==> src/rtl/jk_bank_arbiter.sv <==
// jk_bank_arbiter: round-robin/lockable arbiter sharing one JK flip-flop bank between two requesters
module jk_bank_arbiter #(
  parameter int WIDTH = 8,
  parameter int CNT_W = 16
) (
  input  logic             clk,
  input  logic             reset,
  input  logic             req0_valid,
  input  logic [WIDTH-1:0] req0_j,
  input  logic [WIDTH-1:0] req0_k,
  input  logic             req0_lock,
  output logic             req0_ready,
  input  logic             req1_valid,
  input  logic [WIDTH-1:0] req1_j,
  input  logic [WIDTH-1:0] req1_k,
  input  logic             req1_lock,
  output logic             req1_ready,
  output logic [WIDTH-1:0] q,
  output logic [1:0]       owner,
  output logic [CNT_W-1:0] op_count
);
  typedef enum logic [1:0] {FREE = 2'b00, LOCK0 = 2'b01, LOCK1 = 2'b10} own_e;
  own_e             owner_q, owner_d;
  logic             ptr_q, ptr_d;
  logic [WIDTH-1:0] q_q, q_d, j, k;
  logic [CNT_W-1:0] cnt_q, cnt_d;
  logic             lock0, lock1, free, g0, g1, acc, lk;
  // Grant decode and next-state: ptr_q=1 gives req1 priority; encoding 11 falls through to FREE
  always_comb begin
    lock0   = owner_q == LOCK0;
    lock1   = owner_q == LOCK1;
    free    = !lock0 && !lock1;
    g0      = !reset && req0_valid && (lock0 || (free && (!req1_valid || !ptr_q)));
    g1      = !reset && req1_valid && (lock1 || (free && (!req0_valid || ptr_q)));
    acc     = g0 || g1;
    j       = g1 ? req1_j : req0_j;
    k       = g1 ? req1_k : req0_k;
    lk      = g1 ? req1_lock : req0_lock;
    q_d     = acc ? (j & ~q_q) | (~k & q_q) : q_q;
    owner_d = !acc ? owner_q : !lk ? FREE : g1 ? LOCK1 : LOCK0;
    ptr_d   = (acc && free) ? g0 : ptr_q;
    cnt_d   = cnt_q + CNT_W'(acc);
  end
  // Registered bank, owner FSM, priority pointer and op counter; reset wins over any accept
  always_ff @(posedge clk) begin
    if (reset) begin
      q_q     <= '0;
      owner_q <= FREE;
      ptr_q   <= 1'b0;
      cnt_q   <= '0;
    end else begin
      q_q     <= q_d;
      owner_q <= owner_d;
      ptr_q   <= ptr_d;
      cnt_q   <= cnt_d;
    end
  end
  assign req0_ready = g0;
  assign req1_ready = g1;
  assign q          = q_q;
  assign owner      = owner_q;
  assign op_count   = cnt_q;
endmodule
==> config.mk <==
export PLATFORM = sky130hd
export DESIGN_NAME = jk_bank_arbiter
export DESIGN_NICKNAME = d
export VERILOG_FILES = /design/src/rtl/jk_bank_arbiter.sv
export SDC_FILE = /design/constraint.sdc
export NUM_CORES = 1
export LEC_CHECK = 0
export ABC_AREA = 1
export ABC_CLOCK_PERIOD_IN_PS = 6200
export BUFFER_PORTS_ARGS = -buffer_cell sky130_fd_sc_hd__buf_4
export CAP_MARGIN = 5
export CORE_MARGIN = 3
export CORE_UTILIZATION = 40
export CTS_CLUSTER_SIZE = 25
export DETAILED_ROUTE_END_ITERATION = 6
export PLACE_DENSITY = 0.73
export SYNTH_ARGS = -nofsm -noshare
export SYNTH_HDL_FRONTEND = slang
export SYNTH_SLANG_ARGS = --single-unit
==> constraint.sdc <==
create_clock -name clk -period 6.2 [get_ports clk]
set_input_delay 0 -clock clk [delete_from_list [all_inputs] [get_ports clk]]
set_output_delay 0 -clock clk [all_outputs]
set_load 0.1 [all_outputs]
==> impl_metrics.env, run 1 <==
export IMPL_yosys_cell_types_count=26
export IMPL_die_w_um=68.4
export IMPL_crit_required_ns=6.43
export IMPL_synth_xor_xnor_area_share_pct=0
export IMPL_drv_slew=0
export IMPL_hpwl_mm=3.01
export IMPL_path_cells="inv_1 -> ha_1 -> nand2_1 -> nand2_1 -> nand2_2 -> nand2_2 -> ha_1 -> ha_1 -> nand2_1 -> inv_2 -> nand2_2 -> nor4_2 -> nand2_1 -> nand2_1 -> inv_1 -> nor2_1"
export IMPL_synth_seq_cells=27
export IMPL_portBuffers=65
export IMPL_final_cell_count_no_fill=355
export IMPL_setup_violations=0
export IMPL_dieArea_mm2=0.00468
export IMPL_p_comb_share_pct=33.9
export IMPL_ys_warn_count=0
export IMPL_final_min_clock_period_ns=2.97
export IMPL_clk_pin_slew_ns=0.11
export IMPL_vias=1678
export IMPL_crit_path_max_incr_delay_ns=0.38
export IMPL_grt_pass1_wl_mm=6.13
export IMPL_p_sw_share_pct=39.6
export IMPL_synthAdderAreaFrac_pct=3.21
export IMPL_finalHoldViolations=0
export IMPL_numPlacedInstances=350
export IMPL_grt_overflow=0
export IMPL_worstPathMaxFanout=24
export IMPL_area_growth_pct=36.1
export IMPL_synth_top_family_by_area="simple AND/OR/NAND/NOR gates"
export IMPL_core_area_mm2=0.00372
export IMPL_grt_max_degree=25
export IMPL_routed_via_density=4.73
export IMPL_final_cell_mix="nand2_1, buf_4, inv_1"
export IMPL_ant_nets=0
export IMPL_syn_area_mm2=0.00156
export IMPL_start_util_pct=42.0
export IMPL_r2r_cells=16
export IMPL_cts_root_buf="clkbuf_8"
export IMPL_place_gp_congestion=0.799
export IMPL_power_uw=454
export IMPL_slowest_stage="dfxtp_1"
export IMPL_rsz0062_at_grt="no"
export IMPL_ir_drop_v=0.000148
export IMPL_r2r_end="op_count[10]$_SDFF_PP0_"
export IMPL_antenna_found_initial=0
export IMPL_nFillCells=394
export IMPL_dr_pass1_iters=4
export IMPL_netSwitchingPower_uw=180
export IMPL_io_pins=66
export IMPL_numCtsBuffers=3
export IMPL_async_flop_share_pct=0
export IMPL_track_usage_pct=16.9
export IMPL_path_depth=16
export IMPL_cts_tree="built"
export IMPL_fmax_mhz=337
export IMPL_end_kind="flop"
export IMPL_syn_area_per_cell_um2=6.39
export IMPL_status="finished, final reports clean"
export IMPL_worst_path_buf_inv=3
export IMPL_drt_iter0_drc=62
export IMPL_slew_headroom_pct=70.4
export IMPL_tightest_slew_ns=0.443
export IMPL_muxShareOfSynthArea_pct=0
export IMPL_syn_num_nets=286
export IMPL_worstSkewPairLatency_ns=0.28
export IMPL_cp_arrival_ns=3.20
export IMPL_r2r_slack_ns=3.23
export IMPL_rows=22
export IMPL_max_cap_violations=0
export IMPL_drive_gt1_share_pct=29.0
export IMPL_leakage_nw=1.04
export IMPL_setup_slack_ns=3.23
export IMPL_cts_sinks=27
export IMPL_start_kind="flop"
export IMPL_whs_ns=0.0282
export IMPL_seqPwrFrac_pct=41.5
export IMPL_yosys_area_share_simple_pct=39.9
export IMPL_hold_path_startpoint="reset"
export IMPL_layout_commonest_cell="nand2_1"
export IMPL_crit_path_frequent_cell="nand2_1"
export IMPL_h_tree_depth=1
export IMPL_ys_flop_type="dfxtp_1"
export IMPL_pre_cts_ws_ns=3.29
export IMPL_synth_edf_count=0
export IMPL_fp_dieH_um=68.4
export IMPL_yosysSeqAreaShare_pct=34.7
export IMPL_crit_type="reg2reg"
export IMPL_power_density_mw_per_mm2=214
export IMPL_syn_inst=244
export IMPL_holdPathEnd="op_count[12]$_SDFF_PP0_"
export IMPL_hold_depth=2
export IMPL_totalWireLength_mm=3.93
export IMPL_fin_skew_ns=0.00653
export IMPL_cp_top_family="simple AND/OR/NAND/NOR gates"
export IMPL_synth_compound_area_share_pct=9.71
export IMPL_post_route_period_util_pct=47.9
export IMPL_setup_tns_ns=0
export IMPL_hp_class="in2reg"
export IMPL_grt_pass1_vias=1450
export IMPL_diodes=0
export IMPL_drc=0
export IMPL_rr_startpoint="owner[0]$_SDFFE_PP0N_"
export IMPL_clockPowerShare_pct=24.6
export IMPL_finalNetCount=350
export IMPL_p_int_uw=275
export IMPL_wl_per_cell_um=11.1
export IMPL_cts_buffer_depth=2
worst register-to-register path: cells and delay by family (launching register included):
kind,cells,cell delay (ns)
AND/OR/NAND/NOR,10,1.65
adder cells (fa/ha/maj),3,0.69
buffers and inverters,3,0.18
flip-flops,1,0.38
timing repair:
item | CTS | global route
gates resized for setup | 0 | 0
hold buffers | 1 | 0
setup buffers | 0 | 0
hold endpoints to repair | 1 | 0
area by class of cell:
cell class	count	area, um2	area share, %
inverter	40	150	7.08
clock buffer	3	41.3	1.95
timing repair buffer	66	498	23.5
multi-input combinational	170	823	38.8
tap	48	60.1	2.83
clock inverter	1	8.76	0.413
sequential	27	541	25.5
sequential cells by signal, indices dropped and copies added, names as in the netlist:
signal and flops:
q 8, owner 2, op_count 16, ptr_q 1
routing by layer:
layer  GRT usage (%)  routed length [um]
met4            2.23                  17
met1            19.7                1760
met2            31.1                1740
met5               0                   0
met3            4.60                 410
metrics by stage:
stage | util (%) | instance area, um2
after floorplan | - | 1560
after global placement | 55.5 | 2060
after detailed placement | 55.5 | 2060
after CTS | 57.1 | 2120
after global routing | 57.1 | 2120
final | 57.1 | 2120
how the worst max path moves through the flow:
stage / slack, ns / to / start
4_1_cts: 3.26 / op_count[10]$_SDFF_PP0_ / owner[0]$_SDFFE_PP0N_
6_report: 3.23 / op_count[10]$_SDFF_PP0_ / owner[0]$_SDFFE_PP0N_
3_5_place_dp: 3.29 / op_count[10]$_SDFF_PP0_ / owner[0]$_SDFFE_PP0N_
2_1_floorplan: 3.20 / op_count[10]$_SDFF_PP0_ / owner[0]$_SDFFE_PP0N_
5_1_grt: 2.96 / op_count[10]$_SDFF_PP0_ / owner[0]$_SDFFE_PP0N_
3_3_place_gp: 3.41 / op_count[10]$_SDFF_PP0_ / owner[0]$_SDFFE_PP0N_
kinds of logic after synthesis:
logic type / Yosys count
AND/OR/NAND/NOR: 137
buffers and inverters: 47
AO/OA/AOI/OAI: 29
flip-flops: 27
adder cells (fa/ha/maj): 4
power groups by stage:
stage                     logic (mW)  clock network (mW)  registers [mW]
after floorplan               0.0589                   0           0.248
after global placement         0.153                   0           0.193
after detailed placement       0.154                   0           0.193
after CTS                      0.154               0.114           0.189
after global routing           0.166               0.120           0.190
final                          0.154               0.112           0.189
cells in the mapped netlist, types with 3 or more instances:
master / number / area share, %
nand2_2: 7 / 2.8
o21ai_1: 3 / 0.96
a21oi_1: 19 / 6.1
o21ai_0: 4 / 1.3
inv_2: 7 / 1.7
nand3_1: 22 / 7.1
inv_1: 33 / 7.9
buf_2: 3 / 0.96
dfxtp_1: 27 / 35
nor3_1: 7 / 2.2
ha_1: 4 / 3.2
nand2_1: 69 / 17
nor2_1: 21 / 5.1
Note: power is estimated with default switching activity, not from simulation.
==> run 2: changes to the inputs <==
- ABC_CLOCK_PERIOD_IN_PS: 6200 -> 3100
- clock period: 6.2 -> 3.1 ns (I/O delays scaled with it)
==> run 2 against run 1 <==
Effect of this change:
- global-route usage is essentially flat
- critical path type unchanged
- first-iteration DRC count grew 34%
- critical endpoint unchanged
- non-clock buffer count is the same
- flip-flop and latch count is the same
- clock power grew 79%
==> impl_metrics.env, run 2 (synthesis gave the netlist of run 1 again) <==
export IMPL_post_route_period_util_pct=84.4
export IMPL_cp_arrival_ns=2.79
export IMPL_crit_path_max_incr_delay_ns=0.36
export IMPL_area_growth_pct=35.6
export IMPL_track_usage_pct=16.9
export IMPL_final_cell_mix="nand2_1, buf_4, inv_1"
export IMPL_cts_sinks=27
export IMPL_cp_top_family="simple AND/OR/NAND/NOR gates"
export IMPL_groute_layer_met1_usage_pct=21.4
export IMPL_met2_usage_pct=29.8
export IMPL_status="finished, final reports clean"
export IMPL_wl_per_cell_um=10.9
export IMPL_leakage_nw=1.04
export IMPL_path_cells="inv_1 -> ha_1 -> nand2_1 -> nand2_1 -> nand2_2 -> nand2_2 -> ha_1 -> ha_1 -> nand2_1 -> inv_2 -> nand2_2 -> nor4_2 -> nand3_1 -> nand2_1 -> nor2_1"
export IMPL_cts_root_buf="clkbuf_8"
export IMPL_setup_tns_ns=0
export IMPL_drive_gt1_share_pct=29.0
export IMPL_top_usage_layer="met2"
export IMPL_numCtsBuffers=3
export IMPL_fmax_mhz=382
export IMPL_h_tree_depth=1
export IMPL_largest_register_ffs=16
export IMPL_portBuffers=65
export IMPL_clk_pin_slew_ns=0.09
export IMPL_finalHoldViolations=0
export IMPL_final_min_clock_period_ns=2.62
export IMPL_cts_tree="built"
export IMPL_slew_headroom_pct=71.4
export IMPL_nFillCells=374
export IMPL_routed_via_density=4.76
export IMPL_io_pins=66
export IMPL_fin_util_pct=56.9
export IMPL_cts_buffer_depth=2
export IMPL_hp_class="in2reg"
export IMPL_placed_area_mm2=0.00207
export IMPL_crit_path_frequent_cell="nand2_1"
export IMPL_setup_violations=0
export IMPL_rows=22
export IMPL_crit_required_ns=3.27
export IMPL_diodes=0
export IMPL_grt_pass1_wl_mm=6.15
export IMPL_ant_nets=0
export IMPL_worstPathMaxFanout=11
export IMPL_layout_commonest_cell="nand2_1"
export IMPL_tightest_slew_ns=0.425
export IMPL_grt_util_met3_pct=2.30
export IMPL_end_kind="flop"
export IMPL_crit_type="reg2reg"
export IMPL_start_kind="flop"
export IMPL_dr_pass1_iters=4
export IMPL_whs_ns=0.00156
export IMPL_totalWireLength_mm=3.86
export IMPL_fp_dieH_um=68.4
export IMPL_core_area_mm2=0.00372
export IMPL_cts_resized=0
export IMPL_power_density_mw_per_mm2=419
export IMPL_drc=0
export IMPL_slowest_stage="dfxtp_1"
export IMPL_antenna_found_initial=0
export IMPL_grt_max_degree=24
export IMPL_post_route_cell_area_mm2=0.00211
export IMPL_grt_pass1_vias=1444
export IMPL_die_w_um=68.4
export IMPL_final_cell_count_no_fill=355
export IMPL_fin_skew_ns=0.00897
export IMPL_rsz0062_at_grt="no"
export IMPL_vias=1689
export IMPL_start_util_pct=42.0
export IMPL_max_cap_violations=0
export IMPL_hpwl_mm=3.01
export IMPL_place_gp_congestion=0.809
export IMPL_finalNetCount=350
export IMPL_dieArea_mm2=0.00468
export IMPL_cts_setup_buffers=0
export IMPL_ir_drop_v=0.000237
export IMPL_worst_path_buf_inv=2
export IMPL_numPlacedInstances=351
export IMPL_drt_iter0_drc=83
export IMPL_grt_overflow=0
export IMPL_cts_hold_buffers=0
export IMPL_worstSkewPairLatency_ns=0.27
export IMPL_drv_slew=0
[run 2: cell count changes in the layout (fill, tap and decap cells not counted)]
cell and delta:
buf_4 +1, clkbuf_1 +1, dlygate4sd3_1 -1, inv_6 -1
[run 2: power by group]
part	internal [mW]	switching [mW]	total, mW
Combinational	0.0900	0.217	0.307
Sequential	0.365	0.0122	0.377
Clock	0.0921	0.109	0.201
[run 2: layer usage]
metal | vias to the layer above | wire, um
met5 | - | 0
met4 | 0 | 35
met3 | 4 | 290
met2 | 51 | 1790
met1 | 745 | 1750
li1 | 889 | -
[run 2: path summary, 6_finish.rpt]
kind | startpoint | endpoint | slack, ns | depth (start not counted)
setup / recovery | owner[0]$_SDFFE_PP0N_ | op_count[10]$_SDFF_PP0_ | 0.48 | 15
hold / removal | req1_lock | owner[1]$_SDFFE_PP0N_ | 0.002 | 3
setup reg to reg | owner[0]$_SDFFE_PP0N_ | op_count[10]$_SDFF_PP0_ | 0.48 | 15
hold reg to reg | q[7]$_SDFFE_PP0N_ | q[7]$_SDFFE_PP0N_ | 0.49 | 2
[run 2: worst min-delay path, delay by kind of cell]
kind | cells | cell delay (ns)
buf+inv | 1 | 0.11
compound gates | 1 | 0.06
simple gates | 1 | 0.06
[run 2: cell type report]
cell class / instances / area (um2) / area share [%]
Sequential cell: 27 / 541 / 25.6
Timing Repair Buffer: 66 / 495 / 23.4
Inverter: 40 / 150 / 7.10
Tap cell: 48 / 60.1 / 2.84
Multi-Input combinational cell: 170 / 823 / 38.9
Clock buffer: 4 / 45.0 / 2.13
[run 2: per-stage QoR]
stage / power (mW) / setup WS, ns
4_1_cts: 0.894 / 0.456
3_5_place_dp: 0.694 / 0.474
3_3_place_gp: 0.693 / 0.649
6_report: 0.885 / 0.484
5_1_grt: 0.932 / 0.240
2_1_floorplan: 0.613 / 0.101
==> run 3: changes to the inputs <==
- ABC_CLOCK_PERIOD_IN_PS: 3100 -> 2500
- clock period: 3.1 -> 2.5 ns (I/O delays scaled with it)
==> run 3 against run 2 <==
Effect of this change:
- non-clock buffer count increased by 3
- clock skew decreased by 0.0054 ns
- critical path depth increased by 1
- power increased by 25%
- first-iteration DRC count decreased by 11%
- clock power increased by 23%
- combinational power increased by 28%
- core utilization increased by 1.1 points
- critical path type unchanged
- largest cell class unchanged
==> impl_metrics.env, run 3 (synthesis gave the netlist of run 1 again) <==
export IMPL_rr_startpoint="owner[0]$_SDFFE_PP0N_"
export IMPL_max_cap_violations=0
export IMPL_grt_pass1_wl_mm=6.15
export IMPL_h_tree_depth=1
export IMPL_power_density_mw_per_mm2=514
export IMPL_cts_setup_buffers=0
export IMPL_worstPathMaxFanout=9
export IMPL_hp_class="in2reg"
export IMPL_met2_usage_pct=29.9
export IMPL_area_growth_pct=38.2
export IMPL_final_min_clock_period_ns=2.25
export IMPL_clk_pin_slew_ns=0.09
export IMPL_vias=1663
export IMPL_start_kind="flop"
export IMPL_seqPwrFrac_pct=42.2
export IMPL_crit_required_ns=2.72
export IMPL_rsz0062_at_grt="no"
export IMPL_drt_iter0_drc=74
export IMPL_place_gp_congestion=0.829
export IMPL_hpwl_mm=3.01
export IMPL_antenna_found_initial=0
export IMPL_fin_util_pct=58.0
export IMPL_ant_nets=0
export IMPL_fp_dieH_um=68.4
export IMPL_top_usage_layer="met2"
export IMPL_final_cell_mix="nand2_1, buf_4, inv_1"
export IMPL_die_w_um=68.4
export IMPL_fmax_mhz=445
export IMPL_wl_per_cell_um=11.0
export IMPL_leakage_nw=1.08
export IMPL_finalNetCount=353
export IMPL_tightest_slew_ns=0.453
export IMPL_dieArea_mm2=0.00468
export IMPL_slew_headroom_pct=69.8
export IMPL_setup_tns_ns=0
export IMPL_cts_buffer_depth=2
export IMPL_setup_violations=0
export IMPL_finalHoldViolations=0
export IMPL_drc=0
export IMPL_r2r_end="op_count[10]$_SDFF_PP0_"
export IMPL_rows=22
export IMPL_portBuffers=65
export IMPL_routed_via_density=4.65
export IMPL_p_sw_share_pct=38.3
export IMPL_drive_gt1_share_pct=30.3
export IMPL_ir_drop_v=0.000270
export IMPL_io_pins=66
export IMPL_hold_path_startpoint="reset"
export IMPL_largest_register_ffs=16
export IMPL_grt_max_degree=24
export IMPL_power_mw=1.11
export IMPL_hold_depth=2
export IMPL_r2r_cells=16
export IMPL_placed_area_mm2=0.00209
export IMPL_holdPathEnd="op_count[9]$_SDFF_PP0_"
export IMPL_grt_overflow=0
export IMPL_post_route_period_util_pct=89.9
export IMPL_cts_sinks=27
export IMPL_layout_commonest_cell="nand2_1"
export IMPL_clockPowerShare_pct=22.4
export IMPL_start_util_pct=42.0
export IMPL_worstSkewPairLatency_ns=0.27
export IMPL_fin_skew_ns=0.00361
export IMPL_crit_type="reg2reg"
export IMPL_groute_layer_met1_usage_pct=20.4
export IMPL_grt_pass1_vias=1480
export IMPL_p_int_uw=684
export IMPL_diodes=0
export IMPL_netSwitchingPower_uw=424
export IMPL_grt_util_met3_pct=2.63
export IMPL_numCtsBuffers=3
export IMPL_whs_ns=0.0327
export IMPL_track_usage_pct=16.6
export IMPL_end_kind="flop"
export IMPL_cts_root_buf="clkbuf_8"
export IMPL_cts_tree="built"
export IMPL_post_route_cell_area_mm2=0.00215
export IMPL_totalWireLength_mm=3.93
export IMPL_status="finished, final reports clean"
export IMPL_dr_pass1_iters=6
export IMPL_nFillCells=376
export IMPL_cp_arrival_ns=2.46
export IMPL_core_area_mm2=0.00372
export IMPL_p_comb_share_pct=35.4
export IMPL_r2r_slack_ns=0.25
export IMPL_drv_slew=0
run 3: changes by cell type in the layout (fill, tap and decap cells not counted), sizes merged:
cell and delta:
buf +2, clkinv +1, dlygate4sd3 +1, clkbuf -1
run 3: layout make-up:
| cell class | count | area [um2] | area share [%] |
|---|---|---|---|
| multi-input combinational | 170 | 832 | 38.6 |
| sequential | 27 | 546 | 25.3 |
| timing repair buffer | 69 | 520 | 24.2 |
| inverter | 40 | 150 | 6.97 |
| tap | 48 | 60.1 | 2.79 |
| clock buffer | 3 | 41.3 | 1.92 |
| clock inverter | 1 | 5.00 | 0.232 |
run 3: per-layer routing:
layer | share of wire, % | up-vias | routed length (um)
met5 | 0 | - | 0
met4 | 0 | 0 | 0
met3 | 8.5 | 0 | 335
met2 | 46 | 54 | 1800
met1 | 46 | 712 | 1800
li1 | - | 897 | -
run 3: worst max path at each step:
stage	from	to	slack (ns)	cells past startpoint
after detailed placement	owner[0]$_SDFFE_PP0N_	op_count[10]$_SDFF_PP0_	0.19	16
final	owner[0]$_SDFFE_PP0N_	op_count[10]$_SDFF_PP0_	0.25	16
after global placement	owner[0]$_SDFFE_PP0N_	op_count[10]$_SDFF_PP0_	0.34	15
after floorplan	owner[0]$_SDFFE_PP0N_	op_count[10]$_SDFF_PP0_	0.009	15
after global routing	owner[0]$_SDFFE_PP0N_	op_count[15]$_SDFF_PP0_	0.08	13
after CTS	owner[0]$_SDFFE_PP0N_	op_count[10]$_SDFF_PP0_	0.17	16
run 3: repair_timing:
item | CTS | global route
resized for setup | 0 | 1
hold buffers | 1 | 0
endpoints found under the setup margin | 0 | 1
endpoints found under the hold margin | 1 | 0
run 3: stage by stage:
step,instances,setup WS [ns]
after detailed placement,353,0.192
after CTS,358,0.166
after floorplan,244,0.00924
after global routing,358,0.0794
final,358,0.254
after global placement,353,0.344
run 3: power by group through the flow:
stage	Sequential, mW	Clock [mW]	Combinational, mW
after CTS	0.468	0.259	0.395
after global routing	0.471	0.276	0.423
after detailed placement	0.478	0	0.392
after global placement	0.478	0	0.391
final	0.467	0.248	0.393
after floorplan	0.615	0	0.146
run 3: worst max-delay path, cell delays in order, from the launching register on:
cell and delay [ns]:
dfxtp_4 0.36, inv_1 0.05, ha_1 0.31, nand2_1 0.07
nand2_1 0.07, nand2_2 0.13, nand2_2 0.11, ha_1 0.17
ha_1 0.17, nand2_1 0.09, inv_2 0.08, nand2_2 0.09
nor4_4 0.22, nand2_1 0.10, nand2_1 0.07, inv_1 0.04
nor2_1 0.08
